## config.mk

```make
export PLATFORM = sky130hd
export DESIGN_NAME = ram_rd_arbiter
export DESIGN_NICKNAME = d
export VERILOG_FILES = /design/src/rtl/ram_rd_arbiter.sv
export SDC_FILE = /design/constraint.sdc
export NUM_CORES = 1
export LEC_CHECK = 0
export CAP_MARGIN = 0
export CORE_MARGIN = 3
export CORE_UTILIZATION = 23
export CTS_CLUSTER_DIAMETER = 150
export DETAILED_ROUTE_END_ITERATION = 6
export PLACE_DENSITY = 0.83
export SYNTH_ARGS = -nofsm -noshare
export SYNTH_HDL_FRONTEND = slang
export SYNTH_SLANG_ARGS = --single-unit
export TNS_END_PERCENT = 30
```

## constraint.sdc

```tcl
create_clock -name clk_i -period 1.95 [get_ports clk_i]
set_input_delay 0.195 -clock clk_i [delete_from_list [all_inputs] [get_ports clk_i]]
set_output_delay 0.195 -clock clk_i [all_outputs]
set_load 0.03 [all_outputs]
```

## src/rtl/ram_rd_arbiter.sv

```systemverilog
// ============================================================================
// Module      : ram_rd_arbiter
// Description : Round-robin arbiter for the read port of ram_1r1w_sync, with
//               one read in flight and a single response slot.
//               Optional stall counter enabled by RAMARB_STALL_CNT_EN.
// Revision    : 1.0  initial release
// ============================================================================
`default_nettype none

module ram_rd_arbiter #(
    parameter int width_p   = 8,
    parameter int depth_p   = 512,
    parameter int num_req_p = 2,
    localparam int c_aw     = $clog2(depth_p),
    localparam int c_iw     = $clog2(num_req_p)
) (
    input  logic                      clk_i,
    input  logic                      reset_i,
    input  logic [num_req_p-1:0]      req_valid_i,
    input  logic [num_req_p*c_aw-1:0] req_addr_i,
    output logic [num_req_p-1:0]      req_ready_o,
    output logic [num_req_p-1:0]      rsp_valid_o,
    output logic [width_p-1:0]        rsp_data_o,
    input  logic [num_req_p-1:0]      rsp_ready_i,
    output logic                      ram_rd_valid_o,
    output logic [c_aw-1:0]           ram_rd_addr_o,
    input  logic [width_p-1:0]        ram_rd_data_i
`ifdef RAMARB_STALL_CNT_EN
    ,
    output logic [31:0]               stall_cnt_o
`endif
);

    localparam logic [num_req_p-1:0] c_one = {{(num_req_p-1){1'b0}}, 1'b1};

    logic            r_pend;
    logic [c_iw-1:0] r_owner;
    logic [c_iw-1:0] r_ptr;

    logic            w_can_grant;
    logic            w_found;
    logic [c_iw-1:0] w_win;

    // Index of the k-th requester in search order starting at ptr.
    function automatic logic [c_iw-1:0] f_rr_idx(input logic [c_iw-1:0] ptr, input int k);
        int s;
        s = int'(ptr) + k;
        if (s >= num_req_p) begin
            s = s - num_req_p;
        end
        return c_iw'(s);
    endfunction

    // Slot is free, or its owner drains it this cycle. Reset blocks new grants.
    assign w_can_grant = !reset_i && (!r_pend || rsp_ready_i[r_owner]);

    always_comb begin
        w_found = 1'b0;
        w_win   = '0;
        if (w_can_grant) begin
            for (int k = 0; k < num_req_p; k++) begin
                if (!w_found && req_valid_i[f_rr_idx(r_ptr, k)]) begin
                    w_found = 1'b1;
                    w_win   = f_rr_idx(r_ptr, k);
                end
            end
        end
    end

    assign req_ready_o    = w_found ? (c_one << w_win) : '0;
    assign ram_rd_valid_o = w_found;
    assign ram_rd_addr_o  = req_addr_i[w_win*c_aw +: c_aw];
    assign rsp_valid_o    = r_pend ? (c_one << r_owner) : '0;
    // RAM output register holds while no read is issued, so data stays stable.
    assign rsp_data_o     = ram_rd_data_i;

    always_ff @(posedge clk_i) begin
        if (reset_i) begin
            r_pend  <= 1'b0;
            r_owner <= '0;
            r_ptr   <= '0;
        end else if (w_found) begin
            r_pend  <= 1'b1;
            r_owner <= w_win;
            r_ptr   <= f_rr_idx(w_win, 1);
        end else if (r_pend && rsp_ready_i[r_owner]) begin
            r_pend  <= 1'b0;
        end
    end

`ifdef RAMARB_STALL_CNT_EN
    logic [31:0] r_stall_cnt;

    always_ff @(posedge clk_i) begin
        if (reset_i) begin
            r_stall_cnt <= '0;
        end else if ((|req_valid_i) && !w_found && (r_stall_cnt != 32'hFFFF_FFFF)) begin
            r_stall_cnt <= r_stall_cnt + 32'd1;
        end
    end

    assign stall_cnt_o = r_stall_cnt;
`endif

endmodule

`default_nettype wire

```

==> results of run 1 <==
layout by cell type, fill, tap and decap left out, types with 2 or more instances in the layout:
| cell type | count |
|---|---|
| a21oi_1 | 3 |
| and2_2 | 2 |
| buf_4 | 12 |
| buf_6 | 10 |
| clkbuf_4 | 3 |
| clkdlybuf4s50_1 | 22 |
| dfxtp_1 | 2 |
| dlygate4sd2_1 | 3 |
| inv_1 | 2 |
| mux2_2 | 5 |
| mux2_4 | 4 |
| nand2_1 | 2 |
| nor2b_1 | 2 |
metal layers:
layer | routed length (um) | share of wire, %
met1 | 419 | 33
met2 | 664 | 52
met3 | 202 | 16
met4 | 0 | 0
met5 | 0 | 0
power groups by stage:
stage                     logic (mW)  registers [mW]  clock network [mW]
final                          0.218          0.0716               0.106
after global placement         0.203          0.0720                   0
after detailed placement       0.205          0.0722                   0
after global routing           0.232          0.0722               0.116
after floorplan                0.128          0.0711                   0
after CTS                      0.220          0.0716               0.110
what timing repair did:
action | 4_1_cts | 5_1_grt
setup buffers | 1 | 0
endpoints found under the setup margin | 9 | 9
gates cloned | 1 | 0
gates resized for setup | 74 | 0
pin swaps | 1 | 0
critical path, delay by kind of cell (launching register included):
kind | cells | cell delay, ns
AO/OA/AOI/OAI | 1 | 0.35
buffers and inverters | 2 | 0.36
flip-flops | 1 | 0.32
multiplexers | 2 | 0.48
flip-flops by register name, summed over array words and instances, names as in the netlist:
register	count
r_pend	1
r_owner	1
r_ptr	1
kinds of logic (layout without fill, tap and decap cells):
| group | after synthesis | after routing | share of synthesized area [%] |
|---|---|---|---|
| muxes | 10 | 10 | 30.3 |
| and+or+nand+nor | 9 | 9 | 13.8 |
| buffers and inverters | 12 | 54 | 19.7 |
| DFF | 3 | 3 | 15.8 |
| AOI/OAI and AO/OA | 8 | 8 | 20.4 |
worst max path at each step:
stage	end	cells after the start	from
floorplan	ram_rd_addr_o[0]	3	r_owner
global placement	ram_rd_addr_o[7]	6	req_valid_i[0]
detailed placement	ram_rd_addr_o[7]	6	req_valid_i[0]
CTS	ram_rd_addr_o[8]	5	r_owner
global route	ram_rd_addr_o[8]	5	r_owner
finish	ram_rd_addr_o[8]	5	r_owner
area by class of cell:
class                      instances  area (sq um)  area share (%)
timing repair buffer              47           449            53.8
multi-input combinational         27           267            31.9
sequential                         3          61.3            7.35
clock buffer                       4          26.3            3.15
tap                               16          20.0            2.40
inverter                           3          11.3            1.35
metrics by stage:
| stage | TNS [ns] | setup WS (ns) |
|---|---|---|
| after floorplan | -0.534 | -0.0593 |
| after global placement | -4.41 | -0.497 |
| after detailed placement | -4.71 | -0.528 |
| after CTS | -0.0224 | -0.00638 |
| after global routing | -0.745 | -0.0988 |
| final | 0 | 0.00568 |
==> flow_summary.yaml, run 1 <==
synthesis:
  synth_cell_types: 18
  syn-cell-area_sq_um: 380
  yosysWarnings: 0
  async_reset_ff_share_pct: 0
  syn_inst: 42
  synth_flop_cell: "dfxtp_1"
  synth_area_per_cell_sq_um: 9.06
  synth-edff-count: 0
  yosysMostFrequentCell: "mux2_2"
  synth_seq_area_share_pct: 15.8
  synthTopCellsByCount: "mux2_2, buf_4, a21oi_1, dfxtp_1, inv_1"
  netlist.area_leader.share_pct: 26.6
  ys_ff_latch: 3
  yosys.area.top_type: "mux2_2"
  synth_nets: 74
  synth.area.top_cells: "mux2_2, dfxtp_1, buf_4"
pwr:
  p_per_area_mw_per_mm2: 475
  swShare_pct: 32.5
  power_switching_mw: 0.129
  p_leak_nw: 0.367
  power_frac_seq_pct: 18.1
  power_mw: 0.396
  p_comb_share_pct: 55.1
  internal-power_mw: 0.267
  irDropWorstVdd_mv: 0.181
  p_clk_share_pct: 26.8
global_route:
  grt-busiest-layer: "met2"
  grt_max_degree: 8
  overflow: 0
  antenna_found_initial: 0
  grt_pass1_wl_um: 1950
  grt_usage_pct: 12.8
  grt_util_met2_pct: 23.4
  use_met1_pct: 11.9
  grt_pass1_vias: 505
  use_met3_pct: 6.64
layout:
  nFillCells: 143
  drive_above_1_share_pct: 52.4
  areaGrowthSynthToFinish_pct: 119
  finish.utilization_pct: 54.8
  finalNonFillerCells: 100
  fin_nets: 117
  fin_area_sq_um: 835
  n_antenna_cell: 0
placement:
  place_hpwl_um: 1070
  place_area_sq_um: 766
  routabilityCongestion: 0.727
  dp_cells: 94
  io_buffers: 37
sta:
  clock.fmax_mhz: 514
  final.min_clock_period_ns: 1.94
  relSlewSlack_pct: 79.6
  fin_crit_sh_pct: 99.7
  worst_pin_slew_ns: 0.305
  hold_viol: 0
  rsz0062_at_grt: "yes"
  drv_slew: 0
  hold_slack_ns: 0.390
  clock_skew_ns: 0.00280
  setup_viol: 0
clocking:
  insertion_delay_ns: 0.23
  cts_buffers: 3
  cts_tree: "done"
  hold_buffers: 0
  clockBufferDepth: 2
  root_buffer: "clkbuf_4"
  cts.sinks: 3
  clk_pin_slew_ns: 0.04
  htree_levels: 1
setup_path:
  slowest_delay_ns: 0.35
  worst_setup_path_start_kind: "flip-flop"
  timing.rr.end: "r_ptr"
  r2r_cells: 4
  path_cells: "mux2i_2 -> a2111oi_4 -> buf_4 -> mux2_4 -> buf_6"
  cpMaxStageDelayCell: "a2111oi_4"
  reg2reg_slack_ns: 0.70
  critPathCaptureType: "output pin"
  cp.required_ns: 1.75
  arrival_ns: 1.75
  r2r_start: "r_owner"
  path_class: "flip-flop to output pin"
  cp_max_fo: 5
outcome:
  status: "finished, final reports clean"
drt:
  viasPerCell: 4.72
  ant_nets: 0
  vias: 472
  wl_um: 1290
  drt_pass1_iterations: 4
  remaining_drc_errors: 0
  wl_per_cell_um: 12.9
  drtIter0Drc: 3
floorplanning:
  core_area_sq_mm: 0.00152
  boundaryPins: 54
  die_w_um: 46.7
  die-area_sq_mm: 0.00218
  std_cell_rows: 14
  start_util_pct: 25.0
  die_h_um: 46.7
min_path:
  hp-class: "input pin to output pin"
  min_to: "rsp_data_o[6]"
  min_path_cells: 0
  min_from: "ram_rd_data_i[6]"
job:
  max-cap-violations: 0
(Power assumes the default switching activity.)
==> inputs of run 2 (changes only) <==
--- a/config.mk
+++ b/config.mk
@@ -7,10 +7,10 @@
 export LEC_CHECK = 0
 export CAP_MARGIN = 0
 export CORE_MARGIN = 3
-export CORE_UTILIZATION = 23
+export CORE_UTILIZATION = 25
 export CTS_CLUSTER_DIAMETER = 150
 export DETAILED_ROUTE_END_ITERATION = 6
-export PLACE_DENSITY = 0.83
+export PLACE_DENSITY = 0.89
 export SYNTH_ARGS = -nofsm -noshare
 export SYNTH_HDL_FRONTEND = slang
 export SYNTH_SLANG_ARGS = --single-unit
==> constraint.sdc (replaced) <==
create_clock -name clk_i -period 2.3 [get_ports clk_i]
set_input_delay 0.23 -clock clk_i [delete_from_list [all_inputs] [get_ports clk_i]]
set_output_delay 0.23 -clock clk_i [all_outputs]
set_load 0.03 [all_outputs]
==> flow_summary.yaml, run 2 (synthesized netlist as in run 1, its figures left out) <==
drt:
  wl_per_cell_um: 12.1
  remaining_drc_errors: 0
  viasPerCell: 4.85
  ant_nets: 0
  drtIter0Drc: 0
  wl_um: 1170
  drt_pass1_iterations: 1
  vias: 466
sta:
  relSlewSlack_pct: 78.5
  setup_viol: 0
  fin_crit_sh_pct: 97.0
  worst_pin_slew_ns: 0.321
  clock.fmax_mhz: 448
  drv_slew: 0
  clock_skew_ns: 0.00205
  final.min_clock_period_ns: 2.23
  hold_slack_ns: 0.460
  rsz0062_at_grt: "yes"
  hold_viol: 0
setup_path:
  r2r_cells: 4
  critPathCaptureType: "output pin"
  arrival_ns: 2.00
  cp_max_fo: 10
  worst_setup_path_start_kind: "input pin"
  timing.rr.end: "r_ptr"
  path_class: "input pin to output pin"
  cp.required_ns: 2.07
  r2r_start: "r_owner"
  reg2reg_slack_ns: 1.02
placement:
  io_buffers: 37
  place_hpwl_um: 983
  dp_cells: 91
  place_area_sq_um: 747
  routabilityCongestion: 0.704
floorplanning:
  die-area_sq_mm: 0.00203
  std_cell_rows: 13
  die_h_um: 45.0
  boundaryPins: 54
  core_area_sq_mm: 0.00137
  start_util_pct: 27.8
  die_w_um: 45.0
min_path:
  hp-class: "input pin to output pin"
  min_from: "ram_rd_data_i[5]"
  min_to: "rsp_data_o[5]"
  min_path_cells: 0
global_route:
  grt_pass1_wl_um: 1840
  antenna_found_initial: 0
  grt_max_degree: 11
  grt_usage_pct: 13.3
  grt_pass1_vias: 475
  overflow: 0
pwr:
  p_per_area_mw_per_mm2: 403
  irDropWorstVdd_mv: 0.202
  p_leak_nw: 0.323
  power_mw: 0.318
layout:
  areaGrowthSynthToFinish_pct: 107
  nFillCells: 134
  fin_nets: 114
  drive_above_1_share_pct: 45.7
  fin_area_sq_um: 788
  n_antenna_cell: 0
  finish.utilization_pct: 57.7
  layout_commonest_cell: "clkdlybuf4s50_1"
  top_regs: "r_owner: 1 flops, r_pend: 1 flops, r_ptr: 1 flops"
  final_cell_mix: "clkdlybuf4s50_1, mux2_2, clkdlybuf4s15_2, buf_4"
  finalNonFillerCells: 96
clocking:
  clockBufferDepth: 2
  htree_levels: 1
  root_buffer: "clkbuf_4"
  cts.sinks: 3
  cts_tree: "done"
  cts_buffers: 3
  insertion_delay_ns: 0.23
job:
  max-cap-violations: 0
outcome:
  status: "finished, final reports clean"
## run 2: cell count changes in the layout (fill, tap and decap cells not counted), sizes merged
| cell | change |
|---|---|
| buf | -13 |
| clkdlybuf4s15 | +8 |
| clkdlybuf4s50 | +3 |
| dlygate4sd2 | -2 |
| clkbuf | +1 |
## run 2: how the worst max path moves through the flow
stage                               from               end  slack, ns  cells past startpoint
after floorplan                  r_owner    req_ready_o[0]       0.20                      3
after global placement    rsp_ready_i[1]  ram_rd_addr_o[6]      -0.26                      6
after detailed placement  rsp_ready_i[1]  ram_rd_addr_o[8]      -0.28                      6
after CTS                 rsp_ready_i[1]  ram_rd_addr_o[0]      0.002                      6
after global routing      rsp_ready_i[1]  ram_rd_addr_o[8]     -0.006                      6
final                     rsp_ready_i[1]  ram_rd_addr_o[4]       0.07                      6
## run 2: worst max-delay path, cell delays in order
cell and delay, ns:
clkdlybuf4s50_1 0.50, mux2i_2 0.10, a2111oi_4 0.36, buf_6 0.19, mux2_2 0.34, clkdlybuf4s15_2 0.28
## run 2: final cells by class
cell class | instances | area (sq um) | area share, %
inverter | 3 | 11.3 | 1.43
tap | 15 | 18.8 | 2.38
multi-input combinational | 27 | 246 | 31.3
sequential | 3 | 60.1 | 7.62
timing repair buffer | 44 | 425 | 54.0
clock buffer | 4 | 26.3 | 3.33
## run 2: where the power goes
| group | leakage, nW | internal [mW] | switching [mW] |
|---|---|---|---|
| combinational | 0.283 | 0.0909 | 0.0731 |
| sequential | 0.0250 | 0.0567 | 0.00444 |
| clock | 0.0150 | 0.0650 | 0.0275 |
## run 2: metrics by stage
stage | TNS, ns | setup slack [ns]
floorplan | 0 | 0.197
global placement | -2.24 | -0.259
detailed placement | -2.42 | -0.279
CTS | 0 | 0.00248
global route | -0.0167 | -0.00584
finish | 0 | 0.0690
## run 2: metal layers
| metal | track usage, % | part of all wire (%) | vias up |
|---|---|---|---|
| met2 | 20.1 | 43 | 40 |
| li1 | - | - | 220 |
| met3 | 7.17 | 17 | 4 |
| met1 | 12.7 | 36 | 202 |
| met5 | 0 | 0 | - |
| met4 | 12.3 | 3.8 | 0 |
## run 2: timing repair
| action | 4_1_cts | 5_1_grt |
|---|---|---|
| buffers inserted | 0 | 1 |
| hold buffers | 0 | 0 |
| endpoints found under the setup margin | 10 | 9 |
| resized for setup | 28 | 1 |
